$ cat src/rtl/wb_lsu_master.sv
`default_nettype none
// ============================================================================
// Module      : wb_lsu_master
// Description : Wishbone B4 classic initiator for the RV32I load/store path.
//               Accepts one request at a time, checks alignment, steers byte
//               lanes, runs a single Wishbone cycle and returns extended load
//               data or an error. All outputs are registered.
// Revision    : 1.0 - initial release
// ============================================================================
module wb_lsu_master #(
  parameter int ADDR_WIDTH     = 32,
  parameter int TIMEOUT_CYCLES = 16
) (
  input  logic                  clk,
  input  logic                  rst,
  // request side
  input  logic                  req_valid,
  output logic                  req_ready,
  input  logic                  req_we,
  input  logic [1:0]            req_size,
  input  logic                  req_unsigned,
  input  logic [ADDR_WIDTH-1:0] req_addr,
  input  logic [31:0]           req_wdata,
  // response side
  output logic                  rsp_valid,
  output logic                  rsp_err,
  output logic [31:0]           rsp_rdata,
  // Wishbone
  output logic                  wb_cyc_o,
  output logic                  wb_stb_o,
  output logic                  wb_we_o,
  output logic [ADDR_WIDTH-1:0] wb_adr_o,
  output logic [3:0]            wb_sel_o,
  output logic [31:0]           wb_dat_o,
  input  logic [31:0]           wb_dat_i,
  input  logic                  wb_ack_i,
  input  logic                  wb_err_i
);

  localparam int CNT_W = (TIMEOUT_CYCLES > 1) ? $clog2(TIMEOUT_CYCLES) : 1;
  localparam logic [CNT_W-1:0] c_to_last =
    CNT_W'((TIMEOUT_CYCLES > 0) ? TIMEOUT_CYCLES - 1 : 0);
  localparam logic [1:0] c_sz_byte = 2'b00;
  localparam logic [1:0] c_sz_half = 2'b01;
  localparam logic [1:0] c_sz_word = 2'b10;

  typedef enum logic [1:0] {
    S_IDLE = 2'd0,
    S_BUS  = 2'd1,
    S_RESP = 2'd2
  } state_t;

  state_t                r_state, w_state_n;
  logic [1:0]            r_size,  w_size_n;
  logic                  r_uns,   w_uns_n;
  logic [1:0]            r_a,     w_a_n;
  logic [CNT_W-1:0]      r_cnt,   w_cnt_n;
  logic                  r_ready, w_ready_n;
  logic                  r_cyc,   w_cyc_n;
  logic                  r_we,    w_we_n;
  logic [ADDR_WIDTH-1:0] r_adr,   w_adr_n;
  logic [3:0]            r_sel,   w_sel_n;
  logic [31:0]           r_dat,   w_dat_n;
  logic                  r_rv,    w_rv_n;
  logic                  r_rerr,  w_rerr_n;
  logic [31:0]           r_rdata, w_rdata_n;

  logic                  w_bad;
  logic [31:0]           w_rsh;
  logic [31:0]           w_ext;
  logic                  w_timeout;

  // Alignment / size legality of the incoming request.
  always_comb begin
    w_bad = 1'b0;
    case (req_size)
      c_sz_half: w_bad = req_addr[0];
      c_sz_word: w_bad = |req_addr[1:0];
      c_sz_byte: w_bad = 1'b0;
      default:   w_bad = 1'b1;
    endcase
  end

  // Right-align the read lane and sign/zero-extend it per the latched size.
  always_comb begin
    w_rsh = wb_dat_i >> {r_a, 3'b000};
    w_ext = w_rsh;
    case (r_size)
      c_sz_byte: w_ext = r_uns ? {24'h0, w_rsh[7:0]}  : {{24{w_rsh[7]}},  w_rsh[7:0]};
      c_sz_half: w_ext = r_uns ? {16'h0, w_rsh[15:0]} : {{16{w_rsh[15]}}, w_rsh[15:0]};
      default:   w_ext = w_rsh;
    endcase
  end

  assign w_timeout = (TIMEOUT_CYCLES > 0) && (r_cnt == c_to_last);

  // Next-state and next-output logic; outputs are registered below.
  always_comb begin
    w_state_n = r_state;
    w_size_n  = r_size;
    w_uns_n   = r_uns;
    w_a_n     = r_a;
    w_cnt_n   = r_cnt;
    w_ready_n = r_ready;
    w_cyc_n   = r_cyc;
    w_we_n    = r_we;
    w_adr_n   = r_adr;
    w_sel_n   = r_sel;
    w_dat_n   = r_dat;
    w_rv_n    = 1'b0;
    w_rerr_n  = 1'b0;
    w_rdata_n = 32'h0;
    case (r_state)
      S_IDLE: begin
        w_ready_n = 1'b1;
        w_cnt_n   = '0;
        if (req_valid) begin
          w_size_n  = req_size;
          w_uns_n   = req_unsigned;
          w_a_n     = req_addr[1:0];
          w_ready_n = 1'b0;
          if (w_bad) begin
            // Rejected without touching the bus.
            w_state_n = S_RESP;
            w_rv_n    = 1'b1;
            w_rerr_n  = 1'b1;
          end else begin
            w_state_n = S_BUS;
            w_cyc_n   = 1'b1;
            w_we_n    = req_we;
            w_adr_n   = {req_addr[ADDR_WIDTH-1:2], 2'b00};
            case (req_size)
              c_sz_byte: begin
                w_sel_n = 4'b0001 << req_addr[1:0];
                w_dat_n = {24'h0, req_wdata[7:0]} << {req_addr[1:0], 3'b000};
              end
              c_sz_half: begin
                w_sel_n = 4'b0011 << req_addr[1:0];
                w_dat_n = {16'h0, req_wdata[15:0]} << {req_addr[1:0], 3'b000};
              end
              default: begin
                w_sel_n = 4'b1111;
                w_dat_n = req_wdata;
              end
            endcase
          end
        end
      end
      S_BUS: begin
        w_cnt_n = r_cnt + 1'b1;
        if (wb_err_i || wb_ack_i || w_timeout) begin
          // Single STB phase: drop the bus on the edge that enters RESP.
          w_state_n = S_RESP;
          w_rv_n    = 1'b1;
          w_cyc_n   = 1'b0;
          w_we_n    = 1'b0;
          w_adr_n   = '0;
          w_sel_n   = 4'h0;
          w_dat_n   = 32'h0;
          if (wb_err_i || !wb_ack_i) begin
            w_rerr_n = 1'b1;
          end else if (!r_we) begin
            w_rdata_n = w_ext;
          end
        end
      end
      S_RESP: begin
        w_state_n = S_IDLE;
        w_ready_n = 1'b1;
        w_cnt_n   = '0;
      end
      default: begin
        w_state_n = S_IDLE;
        w_ready_n = 1'b1;
        w_cyc_n   = 1'b0;
      end
    endcase
  end

  // State and registered-output update with synchronous reset.
  always_ff @(posedge clk) begin
    if (rst) begin
      r_state <= S_IDLE;
      r_size  <= 2'b00;
      r_uns   <= 1'b0;
      r_a     <= 2'b00;
      r_cnt   <= '0;
      r_ready <= 1'b1;
      r_cyc   <= 1'b0;
      r_we    <= 1'b0;
      r_adr   <= '0;
      r_sel   <= 4'h0;
      r_dat   <= 32'h0;
      r_rv    <= 1'b0;
      r_rerr  <= 1'b0;
      r_rdata <= 32'h0;
    end else begin
      r_state <= w_state_n;
      r_size  <= w_size_n;
      r_uns   <= w_uns_n;
      r_a     <= w_a_n;
      r_cnt   <= w_cnt_n;
      r_ready <= w_ready_n;
      r_cyc   <= w_cyc_n;
      r_we    <= w_we_n;
      r_adr   <= w_adr_n;
      r_sel   <= w_sel_n;
      r_dat   <= w_dat_n;
      r_rv    <= w_rv_n;
      r_rerr  <= w_rerr_n;
      r_rdata <= w_rdata_n;
    end
  end

  assign req_ready = r_ready;
  assign rsp_valid = r_rv;
  assign rsp_err   = r_rerr;
  assign rsp_rdata = r_rdata;
  assign wb_cyc_o  = r_cyc;
  assign wb_stb_o  = r_cyc;
  assign wb_we_o   = r_we;
  assign wb_adr_o  = r_adr;
  assign wb_sel_o  = r_sel;
  assign wb_dat_o  = r_dat;

endmodule
`default_nettype wire

$ cat config.mk
export PLATFORM = sky130hd
export DESIGN_NAME = wb_lsu_master
export DESIGN_NICKNAME = d
export VERILOG_FILES = /design/src/rtl/wb_lsu_master.sv
export SDC_FILE = /design/constraint.sdc
export NUM_CORES = 1
export LEC_CHECK = 0
export ABC_AREA = 1
export ABC_CLOCK_PERIOD_IN_PS = 1600
export CORE_UTILIZATION = 45
export CTS_CLUSTER_SIZE = 16
export DETAILED_ROUTE_END_ITERATION = 7
export MAX_ROUTING_LAYER = met4
export PLACE_DENSITY_LB_ADDON = 0.12
export RECOVER_POWER = 25
export SLEW_MARGIN = 20
export SYNTH_ARGS = -nofsm -noshare
export SYNTH_HDL_FRONTEND = slang
export SYNTH_SLANG_ARGS = --single-unit
export TNS_END_PERCENT = 20
$ cat constraint.sdc
create_clock -name clk -period 1.6 [get_ports clk]
set_input_delay 0.16 -clock clk [delete_from_list [all_inputs] [get_ports clk]]
set_output_delay 0.16 -clock clk [all_outputs]
set_load 0.005 [all_outputs]
==> impl_metrics.py <==
metrics = {
    "timing": {
        "post-route-min-period_ns": 1.55,
        "fmax_ghz": 0.645,
        "fin_ws_ns": 0.0497,
        "timing.final.crit_share_pct": 96.9,
        "fin_skew_ns": 0.00927,
        "finalSetupViolations": 0,
        "final_max_slew_viol_count": 0,
        "hold_viol": 0,
        "tns_ns": 0,
    },
    "detailed_routing": {
        "drt_pre_antenna_iters": 6,
        "drt_wl_total_um": 17600,
        "drc": 0,
        "wl_per_cell_um": 13.8,
        "vias": 6315,
        "vias_per_cell": 4.95,
        "ant_nets": 0,
        "initialDrtViolationCount": 534,
    },
    "setup_path": {
        "required_ns": 1.90,
        "worstRegToRegCells": 9,
        "worstPathMaxFanout": 7,
        "worstSetupPathType": "reg -> reg",
        "worstPathArrival_ns": 1.85,
        "start_kind": "flop",
        "end_kind": "flop",
    },
    "min_path": {
        "holdPathStages": 5,
        "hp-class": "in -> reg",
    },
    "logic_synthesis": {
        "synth_area_mm2": 0.00557,
        "syn-instance-count": 868,
        "yosys.cell_types.count": 33,
        "avgSynthCellArea_um2": 6.42,
        "ys_warn_count": 0,
        "seq_area_frac_synth_pct": 41.0,
        "synth-seq-cells": 114,
    },
    "die": {
        "dieWidth_um": 113,
        "ioPinCount": 211,
        "die-height_um": 113,
        "coreArea_mm2": 0.0121,
        "dieArea_mm2": 0.0128,
        "rows": 40,
        "start_util_pct": 46.2,
    },
    "layout": {
        "multi_input_area_mm2": 0.00287,
        "antenna_cells": 0,
        "nets": 1203,
        "fill_cells": 984,
        "drive_above_1_share_pct": 10.0,
        "register_area_mm2": 0.00229,
        "syn_to_final_growth_pct": 59.9,
        "fin_area_mm2": 0.00890,
        "fin_util_pct": 73.8,
    },
    "clock_tree": {
        "cts_tree": "yes",
        "clock-sinks": 114,
        "ctsHoldBuffers": 0,
        "clk_latency_ns": 0.42,
        "cts_buffers": 17,
        "cts_buffer_depth": 2,
        "root_buffer": "clkbuf_16",
        "htreeDepth": 4,
        "path_clk_slew_ns": 0.05,
    },
    "power_and_ir_drop": {
        "p_per_area_mw_per_mm2": 1060,
        "p_total_mw": 9.45,
        "peakVddDrop_mv": 0.707,
        "p_leak_nw": 4.05,
    },
    "placed_design": {
        "dpl.hpwl_um": 11900,
        "port_buffers": 208,
        "gp_congestion": 0.878,
        "place_area_mm2": 0.00805,
        "place_ws_ns": -0.181,
    },
    "global_route": {
        "global_route.usage.met1_pct": 32.5,
        "grt-busiest-layer": "met2",
        "grt_pass1_vias": 5656,
        "grt_max_degree": 47,
        "met3_usage_pct": 5.89,
        "antenna_found_initial": 0,
        "grt.overflow.total": 0,
        "grt_pass1_wl_um": 27000,
        "gr-usage-met2_pct": 44.4,
        "grt_usage_pct": 27.6,
    },
    "flow_run": {
        "cap_violations": 0,
    },
    "run_status": {
        "status": "finished clean",
    },
}
[cell type report]
cell class,instances,share of cell area [%]
clock buffer,23,5.37
clock inverter,8,1.97
inverter,48,2.05
multi-input combinational,652,32.2
sequential,114,25.7
tap,168,2.36
timing repair buffer,264,30.3
[synthesized netlist by cell type]
cell type / number / area share (%)
nand2_1: 335 / 23
nor2_1: 118 / 8.0
dfxtp_1: 114 / 41
nand3_1: 63 / 5.7
a21oi_1: 51 / 4.6
o21ai_0: 43 / 3.9
inv_1: 39 / 2.6
buf_2: 20 / 1.8
clkbuf_1: 20 / 1.3
nand4_1: 12 / 1.3
buf_4: 11 / 1.5
o211ai_1: 6 / 0.81
clkinv_1: 4 / 0.27
inv_2: 4 / 0.27
nand2_2: 4 / 0.45
buf_6: 3 / 0.61
a21oi_2: 2 / 0.31
buf_1: 2 / 0.13
nor2_2: 2 / 0.22
xor2_1: 2 / 0.31
a21oi_4: 1 / 0.29
and3_1: 1 / 0.11
conb_1: 1 / 0.067
ha_1: 1 / 0.22
inv_4: 1 / 0.11
nand3_2: 1 / 0.18
nand4_2: 1 / 0.22
nor2_4: 1 / 0.20
nor2_8: 1 / 0.36
nor3_1: 1 / 0.090
nor3_4: 1 / 0.29
or2_1: 1 / 0.11
or2_2: 1 / 0.11
[sequential cells by signal, indices dropped and copies added, names as in the netlist]
register   flops
wb_we_o        1
rsp_rdata     32
r_size         2
wb_sel_o       4
req_ready      1
wb_dat_o      32
r_a            2
r_cnt          4
wb_cyc_o       1
rsp_err        1
r_uns          1
rsp_valid      1
r_state        2
wb_adr_o      30
[final timing paths]
check / startpoint / to / slack, ns
setup reg to reg: r_state[0] / wb_dat_o[14] / 0.05
setup / recovery: r_state[0] / wb_dat_o[14] / 0.05
hold reg to reg: wb_dat_o[17] / wb_dat_o[17] / 0.46
hold / removal: req_we / wb_we_o / 0.36
[per-layer routing]
layer	vias to the layer above	wire (um)
li1	3185	-
met1	2820	7220
met2	263	8500
met3	47	1310
met4	0	573
met5	-	0
[critical path, stage by stage (launching register included)]
cell and delay [ns]:
dfxtp_1 0.40, inv_2 0.08, nor2_4 0.16, nand3_4 0.14
nand2_8 0.13, nor2_4 0.04, buf_12 0.14, clkbuf_16 0.15
o21ai_0 0.14, nor2_1 0.05
[power by group]
part	switching (mW)	internal [mW]
sequential	0.115	3.04
clock	1.31	2.88
combinational	1.02	1.09
[cells by family (layout without fill, tap and decap cells)]
kind of cell | Yosys count | count (layout) | synth area share, %
AND/OR/NAND/NOR | 543 | 544 | 39.9
flip-flops | 114 | 114 | 41.0
buffers and inverters | 104 | 343 | 8.65
AO/OA/AOI/OAI | 103 | 103 | 9.86
XOR/XNOR | 2 | 2 | 0.315
adder cells (fa/ha/maj) | 1 | 1 | 0.225
other | 1 | 2 | 0.0673
[layout by cell type, fill, tap and decap left out, types with 2 or more instances in the layout]
cell	n
a21oi_1	51
a21oi_2	2
buf_12	10
buf_4	37
buf_6	3
bufinv_16	5
clkbuf_1	5
clkbuf_16	21
clkbuf_8	3
clkdlybuf4s50_1	207
clkinv_1	4
clkinv_4	2
conb_1	2
dfxtp_1	110
dfxtp_2	4
inv_1	38
inv_2	5
nand2_1	335
nand2_2	2
nand3_1	61
nand3_2	2
nand4_1	12
nor2_1	118
nor2_4	4
o211ai_1	6
o21ai_0	41
o21ai_1	2
xor2_1	2
[metrics by stage]
stage	hold WS, ns	instances
after global routing	0.390	1277
after detailed placement	0.453	1238
after floorplan	0.353	869
after global placement	0.448	1238
after CTS	0.345	1269
final	0.362	1277
[what timing repair did]
item,in CTS,in global routing
pin swaps,1,3
setup endpoints to repair,42,59
resized for setup,2,16
cloned,0,6
setup buffers,0,2
Note: power is estimated with default switching activity, not from simulation.
